File: src/rtl/gpio_irq_pkg.sv
// Shared constants for the GPIO interrupt Wishbone slave: register map,
// data width and the default debounce length.
package gpio_irq_pkg;
    localparam int DATA_W           = 8;
    localparam int DEBOUNCE_DEFAULT = 16;

    localparam logic [1:0] ADR_PENDING  = 2'd0;
    localparam logic [1:0] ADR_ENABLE   = 2'd1;
    localparam logic [1:0] ADR_POLARITY = 2'd2;
    localparam logic [1:0] ADR_LEVEL    = 2'd3;
endpackage

File: src/rtl/gpio_debounce_bit.sv
// Single-pin debouncer: the stable level follows the synchronised input only
// after it has differed for DEBOUNCE_CYCLES consecutive cycles.
module gpio_debounce_bit #(
    parameter int DEBOUNCE_CYCLES = 16,
    parameter int CNT_W           = 16
) (
    input  logic clk_i,
    input  logic rst_ni,
    input  logic sync_i,
    output logic db_o
);
    logic             db_q, db_d;
    logic [CNT_W-1:0] cnt_q, cnt_d;

    always_comb begin
        db_d  = db_q;
        cnt_d = '0;
        if (sync_i != db_q) begin
            if (cnt_q == CNT_W'(DEBOUNCE_CYCLES - 1)) db_d = sync_i;
            else                                     cnt_d = cnt_q + 1'b1;
        end
    end

    always_ff @(posedge clk_i or negedge rst_ni) begin
        if (!rst_ni) begin
            db_q  <= 1'b0;
            cnt_q <= '0;
        end else begin
            db_q  <= db_d;
            cnt_q <= cnt_d;
        end
    end

    assign db_o = db_q;
endmodule

File: src/rtl/gpio_irq_wb8.sv
// 8-bit Wishbone GPIO interrupt controller: sync, optional debounce
// (GPIO_IRQ_DEBOUNCE_EN), per-pin edge polarity, W1C pending, masked level IRQ.
module gpio_irq_wb8
    import gpio_irq_pkg::*;
#(
    parameter int DEBOUNCE_CYCLES = DEBOUNCE_DEFAULT,
    parameter int CNT_W           = 16
) (
    input  logic              I_wb_clk,
    input  logic              I_reset_n,
    input  logic [1:0]        I_wb_adr,
    input  logic [DATA_W-1:0] I_wb_dat,
    input  logic              I_wb_stb,
    input  logic              I_wb_we,
    output logic              O_wb_ack,
    output logic [DATA_W-1:0] O_wb_dat,
    input  logic [DATA_W-1:0] I_gpio_in,
    output logic              O_irq
);
    logic [DATA_W-1:0] sync1_q, sync2_q, prev_q;
    logic [DATA_W-1:0] pending_q, pending_d, enable_q, polarity_q;
    logic [DATA_W-1:0] rdat_q, rmux, cond, evt, w1c;
    logic              ack_q, irq_q, wr, rd;

    if (DEBOUNCE_CYCLES < 1 || DEBOUNCE_CYCLES > 65535 || DEBOUNCE_CYCLES >= (1 << CNT_W)) begin : g_bad_cfg
        $error("gpio_irq_wb8: DEBOUNCE_CYCLES must be 1..65535 and below 2**CNT_W");
    end

`ifdef GPIO_IRQ_DEBOUNCE_EN
    for (genvar i = 0; i < DATA_W; i++) begin : g_db
        gpio_debounce_bit #(
            .DEBOUNCE_CYCLES(DEBOUNCE_CYCLES),
            .CNT_W          (CNT_W)
        ) u_db (
            .clk_i (I_wb_clk),
            .rst_ni(I_reset_n),
            .sync_i(sync2_q[i]),
            .db_o  (cond[i])
        );
    end
`else
    assign cond = sync2_q;
`endif

    assign wr  = I_wb_stb & I_wb_we;
    assign rd  = I_wb_stb & ~I_wb_we;
    assign evt = (polarity_q & cond & ~prev_q) | (~polarity_q & ~cond & prev_q);
    assign w1c = (wr && I_wb_adr == ADR_PENDING) ? I_wb_dat : '0;

    // Set has priority over a same-cycle clear so no event is lost.
    assign pending_d = (pending_q & ~w1c) | (evt & enable_q);

    always_comb begin
        rmux = '0;
        case (I_wb_adr)
            ADR_PENDING:  rmux = pending_q;
            ADR_ENABLE:   rmux = enable_q;
            ADR_POLARITY: rmux = polarity_q;
            ADR_LEVEL:    rmux = cond;
            default:      rmux = '0;
        endcase
    end

    always_ff @(posedge I_wb_clk or negedge I_reset_n) begin
        if (!I_reset_n) begin
            sync1_q    <= '0;
            sync2_q    <= '0;
            prev_q     <= '0;
            pending_q  <= '0;
            enable_q   <= '0;
            polarity_q <= '0;
            rdat_q     <= '0;
            ack_q      <= 1'b0;
            irq_q      <= 1'b0;
        end else begin
            sync1_q   <= I_gpio_in;
            sync2_q   <= sync1_q;
            prev_q    <= cond;
            pending_q <= pending_d;
            ack_q     <= I_wb_stb;
            irq_q     <= |(pending_q & enable_q);
            if (wr && I_wb_adr == ADR_ENABLE)   enable_q   <= I_wb_dat;
            if (wr && I_wb_adr == ADR_POLARITY) polarity_q <= I_wb_dat;
            if (rd) rdat_q <= rmux;
        end
    end

    assign O_wb_ack = ack_q;
    assign O_wb_dat = rdat_q;
    assign O_irq    = irq_q;
endmodule

File: config.mk
export PLATFORM = sky130hd
export DESIGN_NAME = gpio_irq_wb8
export DESIGN_NICKNAME = d
export VERILOG_FILES = /design/src/rtl/gpio_irq_pkg.sv /design/src/rtl/gpio_debounce_bit.sv /design/src/rtl/gpio_irq_wb8.sv
export SDC_FILE = /design/constraint.sdc
export NUM_CORES = 1
export LEC_CHECK = 0
export BUFFER_PORTS_ARGS = -buffer_cell sky130_fd_sc_hd__buf_2
export CORE_UTILIZATION = 45
export DETAILED_ROUTE_END_ITERATION = 7
export GPL_ROUTABILITY_DRIVEN = 0
export HOLD_SLACK_MARGIN = 0.02
export MAX_ROUTING_LAYER = met4
export PLACE_DENSITY = 0.7
export SLEW_MARGIN = 20
export SYNTH_ARGS = -nofsm -noshare
export SYNTH_HDL_FRONTEND = slang
export SYNTH_SLANG_ARGS = --single-unit
File: constraint.sdc
create_clock -name I_wb_clk -period 2.3 [get_ports I_wb_clk]
set_input_delay 0.23 -clock I_wb_clk [delete_from_list [all_inputs] [get_ports I_wb_clk]]
set_output_delay 0.23 -clock I_wb_clk [all_outputs]
set_load 0.1 [all_outputs]
==> results.cfg, run 1 <==
[status]
outcome = completed

[logic_synthesis]
synth_nets = 165
ys_ff_latch = 58
yosys.area.top_type_share = 0.647
synth_largest_area_cell = dfrtp_1
synth_area_leaders = dfrtp_1 (65%), mux2_2 (12%), mux4_2 (8.0%)
yosys_warnings = 0
syn_area_per_cell_um2 = 15.7
syn_area_um2 = 2240
ys_seq_area_frac = 0.647
synth_cell_type_count = 14
syn-instance-count = 143

[timing]
postLayoutSetupSlackWorst_ns = 0.924
worstMarginPinSlew_ns = 0.715
fin_skew_ns = 0.00686
drv_slew = 0
worst_hold_slack_ns = 0.0361
hold_viol_final = 0
max_freq_mhz = 727
period_needed_ns = 1.38
rsz0062_at_grt = false
finalSetupViolations = 0
tns_ns = 0
slew_headroom = 0.523
finalCritPeriodShare = 0.598

[setup_path]
critPathArrivalTime_ns = 1.15
timing.critical_path.buf_inv = 1
path_cells = buf_2
critPathKind = register to output port
crit_family = buffers and inverters
critical_path.max_stage_delay_ns = 0.44
crit_fanout = 2
cp-start-kind = register
critPathCaptureType = output port
cp.required_ns = 2.07
crit_slowest_cell = buf_2

[power]
p_per_area_nw_per_um2 = 1130
peakVddDrop_uv = 505
leakagePower_nw = 1.21
p_total_mw = 3.08

[final_layout]
area_delta_synth_final_pct = 21.6
fillers = 413
drive_above_1_share = 0.412
final_cells = 261
fin_area_um2 = 2730
final_nets = 212
antenna-diode-count = 0
final_util = 0.574

[clock_tree]
cts_root_buf = clkbuf_8
clk_pin_slew_ns = 0.06
cts_max_level = 3
cts.sinks = 58
cts_setup_buffers = 0
cts_buffers = 9
clk_latency_ns = 0.33
cts_resized = 0
cts_tree = yes
clk_path_buf_depth = 2
cts_hold_buf = 8

[placement]
dp_hpwl_mm = 2.79
io_buffers = 31
placedCellCount = 238
pre_cts_ws_ns = 0.793
post_dp_cell_area_um2 = 2460

[detailed_routing]
first_pass_iters = 4
drc = 0
viasPerCell = 5.20
post_drt_wl_per_cell_um = 16.0
vias = 1357
routed_wirelength_mm = 4.19
ant_nets = 0
drt_iter0_markers = 102

[die]
start_util = 0.472
die_w_um = 72.6
core_um2 = 4750
placementRows = 25
die_area_um2 = 5270
ios = 32
die_h_um = 72.6

[worst_hold_path]
worstHoldPathType = input pin to async pin

[global_route]
track_usage = 0.197
grt_pass1_wl_mm = 7.09
antenna_found_initial = 0
grt_pass1_vias = 1466
grt_max_degree = 59
grt_remaining_overflow = 0

[run]
maxCapViolations = 0
==> kinds of logic (layout without fill, tap and decap cells) <==
logic type             count (synthesis)  after routing  synth area share
AO/OA/AOI/OAI                         20             20            0.0669
buffers and inverters                  4             55            0.0117
flip-flops                            58             58             0.647
multiplexers                          32             32             0.201
AND/OR/NAND/NOR                       29             29            0.0736
==> report_power, final <==
part	total [mW]	internal, mW	switching (mW)	leakage [nW]
sequential	1.36	1.21	0.149	0.667
clock	0.884	0.520	0.363	0.0962
combinational	0.840	0.275	0.565	0.449
==> cell type report <==
class / instances / area (um2) / share of cell area
tap: 67 / 83.8 / 0.0307
sequential: 58 / 1450 / 0.532
timing repair buffer: 40 / 243 / 0.0890
clock inverter: 3 / 40.0 / 0.0147
clock buffer: 12 / 145 / 0.0532
multi-input combinational: 81 / 766 / 0.281
==> per-layer routing <==
metal  vias up  routed length [um]  GRT usage
met5         -                   0          -
met4         0                  81      0.100
met3         9                 212     0.0870
met2        40                2190      0.317
met1       686                1700      0.207
li1        622                   -          -
==> registers in the layout (all words and copies together), names as in the netlist <==
signal	cells
pending_q	8
polarity_q	8
O_wb_ack	1
sync1_q	8
prev_q	8
O_irq	1
O_wb_dat	8
enable_q	8
cond	8
==> final timing paths <==
kind,from,cells after the start,slack (ns),endpoint
setup / recovery,O_wb_dat[5]$_DFFE_PN0P_,1,0.92,O_wb_dat[5]
hold reg to reg,sync1_q[2]$_DFF_PN0_,0,0.35,cond[2]$_DFF_PN0_
setup reg to reg,cond[1]$_DFF_PN0_,2,1.03,O_wb_dat[1]$_DFFE_PN0P_
min in group I_wb_clk,I_wb_stb,1,0.08,O_wb_ack$_DFF_PN0_
max in group asynchronous,I_reset_n,2,1.79,sync1_q[5]$_DFF_PN0_
hold / removal,I_reset_n,2,0.04,cond[0]$_DFF_PN0_
==> cells in the final DEF (no fill, tap or decap), types with 2 or more instances in the layout <==
cell type,instances
nand4b_2,2
mux4_2,8
clkbuf_1,2
nand2b_1,9
dlygate4sd3_1,8
a22oi_1,4
buf_2,31
mux2_2,24
clkbuf_8,10
dfrtp_1,58
a22o_1,8
nand2_1,16
clkinv_2,2
o22ai_1,8
==> Yosys cell counts, drive strengths merged <==
cell	number
nand2	16
nand2b	9
mux2	24
buf	3
a22oi	4
o22ai	8
nand4b	2
mux4	8
nand4	1
a22o	8
clkbuf	1
and4bb	1
dfrtp	58
(Power assumes the default switching activity.)
==> run 2: changes to the inputs <==
--- a/config.mk
+++ b/config.mk
@@ -5,6 +5,7 @@
 export SDC_FILE = /design/constraint.sdc
 export NUM_CORES = 1
 export LEC_CHECK = 0
+export ABC_AREA = 1
 export BUFFER_PORTS_ARGS = -buffer_cell sky130_fd_sc_hd__buf_2
 export CORE_UTILIZATION = 45
 export DETAILED_ROUTE_END_ITERATION = 7
==> constraint.sdc (replaced) <==
create_clock -name I_wb_clk -period 1.4 [get_ports I_wb_clk]
set_input_delay 0.14 -clock I_wb_clk [delete_from_list [all_inputs] [get_ports I_wb_clk]]
set_output_delay 0.14 -clock I_wb_clk [all_outputs]
set_load 0.1 [all_outputs]
==> run 2 against run 1 <==
Effect of this change: core utilization is 0.44 points lower; register-to-register slack lost 0.55 ns; final area up 6.6%; clock power is 70% higher; total power rose by 46%; clock skew barely moved; non-clock buffer count grew 3; wire length increased by 11%; critical path type is now input pin to register; critical endpoint is now polarity_q[6]$_DFFE_PN0P_; largest power group unchanged.
==> results.cfg, run 2 <==
[status]
outcome = completed

[timing]
hold_viol_final = 0
rsz0062_at_grt = false
worstMarginPinSlew_ns = 0.518
finalCritPeriodShare = 0.903
period_needed_ns = 1.26
fin_skew_ns = 0.00726
finalSetupViolations = 0
drv_slew = 0
tns_ns = 0
max_freq_mhz = 791
slew_headroom = 0.654

[detailed_routing]
drt_iter0_markers = 151
ant_nets = 0
routed_wirelength_mm = 4.63
first_pass_iters = 4
drc = 0
post_drt_wl_per_cell_um = 12.4
vias = 1761
viasPerCell = 4.73

[logic_synthesis]
synth_area_leaders = dfrtp_1 (61%), nand2_1 (12%), o21ai_0 (4.0%)
yosys_warnings = 0
ys_seq_area_frac = 0.608
synthXorXnorAreaFrac = 0
synth_largest_area_cell = dfrtp_1
synthTopCellsByCount = nand2_1 (78), dfrtp_1 (58), inv_1 (20)
synth_mux_area_frac = 0
yosys.area.top_type_share = 0.608
syn_area_um2 = 2390
synth_compound_area_frac = 0.136
synth_top_family_by_area = simple AND/OR/NAND/NOR gates
syn_area_per_cell_um2 = 9.58
synth_edf_count = 0
ys.flop_type = dfrtp_1
synth-simple-area-share = 0.199
syn-instance-count = 249
synth_nets = 271
synth_cell_type_count = 19
synthAdderAreaFrac = 0
ys_ff_latch = 58
synth.most_common_cell = nand2_1
async_flop_share = 1.00

[die]
die_area_um2 = 5600
die_h_um = 74.8
placementRows = 26
die_w_um = 74.8
ios = 32
core_um2 = 5110
start_util = 0.467

[clock_tree]
cts_setup_buffers = 0
clk_pin_slew_ns = 0.06
cts_resized = 0
clk_path_buf_depth = 2
cts_tree = yes
cts_root_buf = clkbuf_8
cts.sinks = 58
cts_buffers = 9
cts_max_level = 3
cts_hold_buf = 10
clk_latency_ns = 0.32

[global_route]
track_usage = 0.193
antenna_found_initial = 0
grt_remaining_overflow = 0
grt_max_degree = 59
grt_pass1_vias = 1663
grt_pass1_wl_mm = 7.53

[final_layout]
final_common_cell = nand2_1
multi_input_area_um2 = 801
final_cells = 372
fillers = 474
final_util = 0.570
final_nets = 319
area_delta_synth_final_pct = 21.9
antenna-diode-count = 0
layout_common_cells = nand2_1 (78), dfrtp_1 (58), buf_2 (31)
drive_above_1_share = 0.215
regArea_um2 = 1450

[setup_path]
crit_slowest_cell = dlygate4sd3_1
critPathKind = input pin to register
crit_start = I_wb_stb
cp-start-kind = input pin
cp.required_ns = 1.63
path_cells = dlygate4sd3_1 -> buf_2 -> nand2_1 -> inv_2 -> nand3_2 -> o21ai_0
ff2ff_setup_slack_ns = 0.48
r2r_start = enable_q[1]$_DFFE_PN0P_
reg2reg_depth = 4
r2r_end = O_wb_dat[1]$_DFFE_PN0P_
critical_path.max_stage_delay_ns = 0.53
crit_fanout = 16
critPathCaptureType = register
critPathArrivalTime_ns = 1.49

[power]
leakagePower_nw = 1.48
p_per_area_nw_per_um2 = 1550
peakVddDrop_uv = 650

[placement]
dp_hpwl_mm = 2.94
placedCellCount = 346
io_buffers = 31

[worst_hold_path]
whs_endpoint = enable_q[1]$_DFFE_PN0P_
hold_start = I_wb_dat[1]
whs_path_depth = 3
worstHoldPathType = input pin to register

[run]
maxCapViolations = 0
## run 2: cell types whose count changed after synthesis, sizes merged, moves of 8 or more
cell    delta
nand3     +13
mux2      -24
o21ai     +34
mux4       -8
a22o       -8
a21oi     +16
nand2     +66
inv       +22
nand2b     -9
o22ai      -8
## run 2: cell families (layout without fill, tap and decap cells)
logic type,after synthesis,in the layout
AND/OR/NAND/NOR,107,107
flip-flops,58,58
buffers and inverters,28,81
AO/OA/AOI/OAI,56,56
## run 2: report_power, final
part,internal [mW],switching (mW),total (mW)
Clock,0.883,0.614,1.50
Sequential,1.90,0.174,2.07
Combinational,0.258,0.678,0.936
## run 2: critical path: cells and delay by family
kind                   cells  cell delay (ns)
AND/OR/NAND/NOR            2             0.34
AO/OA/AOI/OAI              1             0.27
buffers and inverters      3             0.74
## run 2: worst max-delay path by stage
| stage | to | slack (ns) | cells past startpoint |
|---|---|---|---|
| after floorplan | O_wb_dat[0]$_DFFE_PN0P_ | 0.24 | 2 |
| final | polarity_q[6]$_DFFE_PN0P_ | 0.14 | 6 |
| after global routing | polarity_q[6]$_DFFE_PN0P_ | 0.04 | 6 |
| after CTS | O_wb_dat[7] | 0.12 | 1 |
| after global placement | polarity_q[6]$_DFFE_PN0P_ | 0.24 | 4 |
| after detailed placement | polarity_q[6]$_DFFE_PN0P_ | 0.22 | 3 |
## run 2: layout make-up
class                   instances  area share
repair buffers                 43      0.0972
multi-input cells             163       0.275
inverters                      22      0.0292
flip-flops and latches         58       0.499
clock buffers                  15      0.0675
well taps                      70      0.0301
clock inverters                 1     0.00172
## run 2: per-layer routing
metal,vias up,part of all wire,global-route usage
met5,-,0,-
met4,0,0.0082,0.0943
met3,5,0.037,0.0455
met2,34,0.46,0.296
met1,813,0.50,0.240
li1,909,-,-
## run 2: through the flow
step	instance area (um2)	hold slack (ns)	total power [mW]	setup slack (ns)
after global routing	2910	0.0878	4.76	0.0406
final	2910	0.0988	4.51	0.136
after detailed placement	2610	0.169	3.02	0.222
after CTS	2910	0.0872	4.55	0.125
after global placement	2610	0.166	2.99	0.240
after floorplan	2390	-0.156	2.78	0.244
